### src/rtl/mult_issue_ctrl.sv
// Operand-issue / result-capture controller in front of a sequential multiplier.
// Optional watchdog: define MULT_ISSUE_TIMEOUT_EN to enable the TIMEOUT_CYC abort path.
module mult_issue_ctrl #(
  parameter int DP_WIDTH    = 5,
  parameter int TAG_W       = 4,
  parameter int TIMEOUT_CYC = 64
) (
  input  logic                  clk,
  input  logic                  rst,
  input  logic                  in_valid,
  output logic                  in_ready,
  input  logic [DP_WIDTH-1:0]   in_a,
  input  logic [DP_WIDTH-1:0]   in_b,
  output logic                  mult_start,
  output logic [DP_WIDTH-1:0]   mult_multiplicand,
  output logic [DP_WIDTH-1:0]   mult_multiplier,
  input  logic                  mult_rdy,
  input  logic [2*DP_WIDTH-1:0] mult_product,
  output logic                  out_valid,
  input  logic                  out_ready,
  output logic [2*DP_WIDTH-1:0] out_data,
  output logic [TAG_W-1:0]      out_tag,
  output logic                  out_err,
  output logic                  busy
);

  typedef enum logic [2:0] {
    S_IDLE, S_ISSUE, S_WAIT_LOW, S_WAIT_DONE, S_OUT
  } state_e;

  state_e                state_q, state_d;
  logic [DP_WIDTH-1:0]   opa_q, opa_d;
  logic [DP_WIDTH-1:0]   opb_q, opb_d;
  logic [2*DP_WIDTH-1:0] data_q, data_d;
  logic [TAG_W-1:0]      tag_q, tag_d;
  logic [TAG_W-1:0]      job_q, job_d;
  logic                  in_ready_c;
  logic                  timeout;
  logic                  waiting;

  assign waiting = (state_q == S_WAIT_LOW) || (state_q == S_WAIT_DONE);

`ifdef MULT_ISSUE_TIMEOUT_EN
  localparam int WD_W = $clog2(TIMEOUT_CYC + 1);
  logic [WD_W-1:0] wd_q, wd_d;
  logic            err_q, err_d;

  // Counter holds the number of cycles already spent in the wait states.
  assign timeout = waiting && (wd_q == WD_W'(TIMEOUT_CYC - 1));

  always_comb begin
    wd_d  = wd_q;
    err_d = err_q;
    if (state_q == S_ISSUE)  wd_d = '0;
    else if (waiting)        wd_d = wd_q + 1'b1;
    if (timeout)             err_d = 1'b1;
    else if ((state_q == S_OUT) && out_ready) err_d = 1'b0;
  end

  always_ff @(posedge clk or posedge rst) begin
    if (rst) begin
      wd_q  <= '0;
      err_q <= 1'b0;
    end else begin
      wd_q  <= wd_d;
      err_q <= err_d;
    end
  end

  assign out_err = err_q;
`else
  assign timeout = 1'b0;
  assign out_err = 1'b0;
`endif

  // NOTE: every variable gets a default before the case so no path leaves one
  // unassigned; otherwise synthesis infers latches.
  always_comb begin
    state_d    = state_q;
    opa_d      = opa_q;
    opb_d      = opb_q;
    data_d     = data_q;
    tag_d      = tag_q;
    job_d      = job_q;
    in_ready_c = 1'b0;
    case (state_q)
      S_IDLE: begin
        in_ready_c = mult_rdy;
        if (in_valid && mult_rdy) begin
          opa_d   = in_a;
          opb_d   = in_b;
          state_d = S_ISSUE;
        end
      end
      S_ISSUE: state_d = S_WAIT_LOW;
      S_WAIT_LOW: begin
        if (timeout) begin
          data_d  = '0;
          tag_d   = job_q;
          state_d = S_OUT;
        end else if (!mult_rdy) begin
          state_d = S_WAIT_DONE;
        end
      end
      S_WAIT_DONE: begin
        if (timeout) begin
          data_d  = '0;
          tag_d   = job_q;
          state_d = S_OUT;
        end else if (mult_rdy) begin
          data_d  = mult_product;
          tag_d   = job_q;
          state_d = S_OUT;
        end
      end
      S_OUT: begin
        if (out_ready) begin
          job_d   = job_q + 1'b1;
          state_d = S_IDLE;
        end
      end
      default: state_d = S_IDLE;
    endcase
  end

  // NOTE: sequential state uses non-blocking assignments so every register
  // samples the pre-edge values regardless of statement order.
  always_ff @(posedge clk or posedge rst) begin
    if (rst) begin
      state_q <= S_IDLE;
      opa_q   <= '0;
      opb_q   <= '0;
      data_q  <= '0;
      tag_q   <= '0;
      job_q   <= '0;
    end else begin
      state_q <= state_d;
      opa_q   <= opa_d;
      opb_q   <= opb_d;
      data_q  <= data_d;
      tag_q   <= tag_d;
      job_q   <= job_d;
    end
  end

  // in_ready follows mult_rdy combinationally, so mask it while reset is held.
  assign in_ready          = in_ready_c & ~rst;
  assign mult_start        = (state_q == S_ISSUE);
  assign mult_multiplicand = opa_q;
  assign mult_multiplier   = opb_q;
  assign out_valid         = (state_q == S_OUT);
  assign out_data          = data_q;
  assign out_tag           = tag_q;
  assign busy              = (state_q != S_IDLE);

endmodule

### config.mk
export PLATFORM = sky130hd
export DESIGN_NAME = mult_issue_ctrl
export DESIGN_NICKNAME = d
export VERILOG_FILES = /design/src/rtl/mult_issue_ctrl.sv
export SDC_FILE = /design/constraint.sdc
export NUM_CORES = 1
export LEC_CHECK = 0
export CORE_UTILIZATION = 47
export CTS_BUF_LIST = sky130_fd_sc_hd__clkbuf_8
export DETAILED_ROUTE_END_ITERATION = 7
export PLACE_DENSITY = 0.92
export REMOVE_ABC_BUFFERS = 1
export SLEW_MARGIN = 10
export SYNTH_ARGS = -nofsm -noshare
export SYNTH_HDL_FRONTEND = slang
export SYNTH_SLANG_ARGS = --single-unit
### constraint.sdc
create_clock -name clk -period 2.2 [get_ports clk]
set_input_delay 0.33 -clock clk [delete_from_list [all_inputs] [get_ports clk]]
set_output_delay 0.33 -clock clk [all_outputs]
set_load 0.02 [all_outputs]
==> summary.txt, run 1 <==
Clock tree
  – Clock sinks: 31
  – CTS Buf Count: 5
  – Clock buffer depth: 2
  – Clock-pin slew on the worst setup and hold paths: 0.07 ns
  – Setup Fix Bufs, Post-CTS: 0
  – # hold bufs at CTS: 0
  – Resized Gates After CTS: 0
  – CTS tree: built
  – H-tree depth: 2
  – Skew-Pair Late Insertion Delay: 0.28 ns
  – Root buf cell: clkbuf_8

Detailed routing
  – Routed wire length: 2560 um
  – Routed wire per std cell: 14.9 um
  – # DRC: 0
  – Drt pass-1 iters: 2
  – Via/cell ratio: 5.01
  – 1st-iter DRT viols: 5
  – Via Count: 862
  – Detail Route Antenna Nets: 0

Global routing
  – Initial antenna violation count: 0
  – First-pass GRT wire length: 3940 um
  – GRT overflow: 0
  – GRT Util Overall: 20.2%
  – Pin count of the biggest net entering global routing: 32
  – Vias in the first global route: 877

Run status
  – Status: completed

Logic synthesis
  – Post-synthesis cell type count: 25
  – Most common cell in the netlist: dfrtp_1
  – Yosys top cell by area: dfrtp_1
  – Share of the synthesized area in the top cell type: 59.7%
  – Post-synth top cells: 31 x dfrtp_1, 14 x mux2_2, 9 x mux2_4
  – Prevailing post-synth register cell: dfrtp_1
  – Syn Area/Cell: 15.8 um^2
  – YS warnings: 0
  – Largest cells by area after synthesis: dfrtp_1 60%, mux2_2 12%, mux2_4 10%
  – Synth Instances: 82
  – Post-synth EDFFs: 0
  – Seq/Total Area, Yosys: 59.7%
  – Async S/R FF share, synth: 100%
  – Post-Syn Area: 1300 um^2
  – Seq cells post-synth: 31

Timing
  – Final period utilization: 94.6%
  – Setup TNS: 0 ns
  – Max Fclk: 481 MHz
  – Final setup fails: 0
  – Final hold vios: 0
  – Crit path time final: 2.08 ns
  – RSZ-0062 raised after global routing: false
  – Final Max Tran Viols: 0
  – Final Skew: 0.00884 ns

Placed design
  – DPL Wire Length: 1830 um
  – Placed Area: 1850 um^2
  – IO buf count: 52
  – Placer Congestion: 0.692

Die
  – Die Area: 2980 um^2
  – Die Ht: 54.6 um
  – Initial Utilization: 51.0%
  – I/O Pins: 54
  – FP Rows: 18
  – Die width: 54.6 um
  – Core outline area: 2540 um^2

Critical path
  – Crit-path max FO: 7
  – Worst setup startpoint: state_q[1]
  – Worst reg2reg path startpoint: state_q[1]
  – CP Launch Type: register
  – Cell count of the worst reg-to-reg path: 4
  – Endpoint type of the worst setup path: output pin
  – Req. time, crit path: 1.87 ns
  – CP Class: reg -> out
  – Worst EP arrival: 1.75 ns

Min path
  – HP Class: in -> async

Pwr
  – Pwr Total: 0.00264 W
  – P per Cell Area: 1360 nW/um^2
  – Max VDD drop: 0.00109 V
  – P_leak: 0.890 nW

Layout
  – Antenna Diode Count: 0
  – Synthesis-to-finish area growth: 50.0%
  – Fraction of layout cells with a size suffix above 1: 26.1%
  – Fin area: 1950 um^2
  – Fin nets: 168

Flow run
  – Max Cap Viol: 0
-- flip-flops by register name, indices dropped and copies added (netlist names) --
| signal | flops |
|---|---|
| out_data | 10 |
| mult_multiplicand | 5 |
| mult_multiplier | 5 |
| job_q | 4 |
| out_tag | 4 |
| state_q | 3 |
-- final cells by class --
type | count | area [um^2]
timing repair buffer | 55 | 543
tap | 30 | 37.5
clock buffer | 6 | 82.6
inverter | 3 | 11.3
sequential | 31 | 776
multi-input combinational | 46 | 493
clock inverter | 1 | 5.00
fill | 164 | 597
-- critical path: stages (launching register included) --
cell and delay (ns):
dfrtp_1 0.48, nor3_4 0.21, and3_1 0.18, clkdlybuf4s50_1 0.60
-- layout by cell type (no fill, tap or decap), drive strengths merged, types with 2 or more instances in the layout --
| cell type | instances |
|---|---|
| nor3 | 2 |
| dfrtp | 31 |
| inv | 3 |
| nand2 | 2 |
| clkbuf | 6 |
| xnor2 | 2 |
| mux2 | 25 |
| and3 | 2 |
| nand3 | 2 |
| clkdlybuf4s50 | 52 |
| buf | 3 |
-- path summary, 6_finish.rpt --
path	end	slack (ns)
worst max-delay path	in_ready	0.12
worst min-delay path	job_q[3]	0.48
worst max register to register	mult_multiplicand[0]	0.74
worst min register to register	job_q[3]	0.48
max in group asynchronous	state_q[2]	1.44
min in group clk	job_q[3]	0.48
-- report_power, final --
part	switching (W)	internal, W
combinational	0.000529	0.000697
clock	0.000187	0.000245
sequential	0.000173	0.000810
-- logic make-up after synthesis --
| kind of cell | count (synthesis) | synth area share [%] |
|---|---|---|
| AOI/OAI and AO/OA | 2 | 0.770 |
| xor gates and xnor gates | 3 | 2.02 |
| adders and majority gates | 1 | 0.963 |
| buffers and inverters | 5 | 2.31 |
| DFF | 31 | 59.7 |
| muxes | 25 | 24.3 |
| other | 1 | 0.289 |
| and+or+nand+nor | 14 | 9.63 |
-- stage by stage --
| stage | std cells | utilization, % | hold slack [ns] | setup WS (ns) |
|---|---|---|---|---|
| finish | 172 | 76.5 | 0.480 | 0.120 |
| floorplan | 80 | - | 0.438 | 0.485 |
| global placement | 164 | 72.8 | 0.462 | 0.310 |
| global route | 172 | 76.5 | 0.515 | 0.00468 |
| CTS | 171 | 76.3 | 0.486 | 0.0310 |
| detailed placement | 164 | 72.8 | 0.478 | 0.290 |
-- layer usage --
layer / up-vias / share of wire, % / global-route usage (%)
met5: - / 0 / 0
met4: 0 / 1.1 / 7.69
met3: 4 / 7.8 / 9.72
met2: 39 / 50 / 32.7
met1: 415 / 41 / 22.8
li1: 404 / - / -
Power figures use the tool's default switching activity.
==> run 2: changes to the inputs <==
- CORE_MARGIN: default -> 2
- CTS_CLUSTER_SIZE: default -> 12
==> summary.txt, run 2 (same netlist as run 1, synthesis figures left out) <==
Run status
  – Status: completed

Placed design
  – Placer Congestion: 0.694 (+0.27%)
  – Worst slack, placed: 0.305 ns (+0.0151 ns)
  – DPL Wire Length: 1970 um (+7.9%)
  – Placed cells: 165 (+0.61%)
  – Placed Area: 1850 um^2 (about the same)
  – IO buf count: 52 (unchanged)

Clock tree
  – # hold bufs at CTS: 0 (unchanged)
  – Clock sinks: 31 (unchanged)
  – CTS Buf Count: 5 (unchanged)
  – Setup Fix Bufs, Post-CTS: 0 (unchanged)
  – Clock-pin slew on the worst setup and hold paths: 0.06 ns (about the same)
  – H-tree depth: 2 (unchanged)
  – Skew-Pair Late Insertion Delay: 0.28 ns (about the same)
  – Clock buffer depth: 2 (unchanged)
  – Resized Gates After CTS: 0 (unchanged)
  – Root buf cell: clkbuf_8
  – CTS tree: built

Layout
  – Fraction of layout cells with a size suffix above 1: 24.3% (-1.8 points)
  – Most frequent cells in the layout: 51 x clkdlybuf4s50_1, 31 x dfrtp_1, 14 x mux2_2
  – Fillers: 181 (+10%)
  – Final Non-Filler Cells: 171 (-0.58%)
  – Commonest non-fill, non-tap cell in the layout: clkdlybuf4s50_1
  – Antenna Diode Count: 0 (unchanged)
  – Fin area: 1930 um^2 (-0.96%)
  – Synthesis-to-finish area growth: 48.6%
  – Fin nets: 167 (-0.60%)
  – Largest register FFs: 10 (unchanged)

Die
  – I/O Pins: 54 (unchanged)
  – Initial Utilization: 48.3% (-2.7 points)
  – Die Area: 3200 um^2 (+7.5%)
  – Core outline area: 2690 um^2 (+5.6%)
  – Die width: 56.6 um (+3.7%)
  – FP Rows: 19 (+1)
  – Die Ht: 56.6 um (+3.7%)

Detailed routing
  – # DRC: 0 (unchanged)
  – Routed wire length: 2750 um (+7.3%)
  – Routed wire per std cell: 16.1 um (+8.0%)
  – Detail Route Antenna Nets: 0 (unchanged)
  – Drt pass-1 iters: 3 (+1)
  – 1st-iter DRT viols: 13 (+8)
  – Via Count: 853 (-1.0%)
  – Via/cell ratio: 4.99 (-0.47%)

Critical path
  – Worst reg2reg path startpoint: state_q[1]
  – Endpoint type of the worst setup path: output pin
  – Crit-path max FO: 7 (unchanged)
  – Worst EP arrival: 1.73 ns (-0.02 ns)
  – CP Class: reg -> out
  – Req. time, crit path: 1.87 ns (about the same)
  – CP Launch Type: register
  – Worst setup startpoint: state_q[1]

Global routing
  – GRT overflow: 0 (unchanged)
  – First-pass GRT wire length: 4440 um (+13%)
  – Initial antenna violation count: 0 (unchanged)
  – GRT Util Overall: 19.2% (-0.93 points)
  – Pin count of the biggest net entering global routing: 32 (unchanged)
  – Vias in the first global route: 915 (+4.3%)

Pwr
  – Pwr Total: 0.00260 W (-1.4%)
  – P per Cell Area: 1350 nW/um^2 (-0.49%)
  – Max VDD drop: 0.00113 V (+3.0%)
  – P_leak: 0.897 nW (+0.74%)

Timing
  – Final hold vios: 0 (unchanged)
  – Final Skew: 0.00214 ns (-0.00670 ns)
  – Fin worst setup slack: 0.138 ns (+0.0182 ns)
  – Final period utilization: 93.7% (-0.83 points)
  – Final Max Tran Viols: 0 (unchanged)
  – Setup TNS: 0 ns (unchanged)
  – Final setup fails: 0 (unchanged)
  – Max Fclk: 485 MHz (+0.88%)
  – RSZ-0062 raised after global routing: false
  – Crit path time final: 2.06 ns (-0.0182 ns)

Min path
  – HP Class: in -> async

Flow run
  – Max Cap Viol: 0 (unchanged)
## run 2: cell count changes in the layout (fill, tap and decap cells not counted), sizes merged
| cell | delta |
|---|---|
| dlymetal6s2s | +1 |
| buf | -1 |
| inv | +1 |
| clkdlybuf4s50 | -1 |
| clkinv | -1 |
| clkbuf | -1 |
## run 2: path summary, 6_finish.rpt
check	endpoint	slack (ns)	depth (start not counted)
max in group asynchronous	out_tag[0]	1.44	3
min in group clk	job_q[3]	0.49	1
max reg2reg	out_data[9]	0.77	2
max	out_valid	0.14	4
min reg2reg	job_q[3]	0.49	1
min	mult_multiplicand[0]	0.47	3
## run 2: metal layers
metal | vias up | GRT usage [%] | share of wire [%] | routed length [um]
met2 | 35 | 31.4 | 51 | 1410
met4 | 0 | 7.14 | 1.5 | 40
met1 | 411 | 21.2 | 38 | 1060
li1 | 402 | - | - | -
met5 | - | 0 | 0 | 0
met3 | 5 | 10.1 | 8.8 | 241
## run 2: report_power, final
part / total (W) / switching [W] / internal [W]
clock: 0.000398 / 0.000193 / 0.000205
combinational: 0.00122 / 0.000532 / 0.000684
sequential: 0.000987 / 0.000177 / 0.000810
total: 0.00260 / 0.000903 / 0.00170
## run 2: layout make-up
type / instances / area (um^2) / share of cell area [%]
sequential: 31 / 776 / 40.2
clock inverter: 1 / 3.75 / 0.195
clock buffer: 5 / 68.8 / 3.57
tap: 31 / 38.8 / 2.01
inverter: 3 / 11.3 / 0.584
timing repair buffer: 54 / 538 / 27.9
multi-input combinational: 46 / 493 / 25.6
## run 2: metrics by stage
step | utilization [%] | hold WS (ns)
floorplan | - | 0.438
global route | 71.8 | 0.491
CTS | 71.7 | 0.483
global placement | 69.0 | 0.463
finish | 71.8 | 0.474
detailed placement | 69.0 | 0.468
## run 2: critical path, cell delays in order, from the launching register on
cell             delay, ns
dfrtp_1               0.49
nor2_1                0.21
nand2_1               0.09
inv_1                 0.07
clkdlybuf4s50_1       0.59
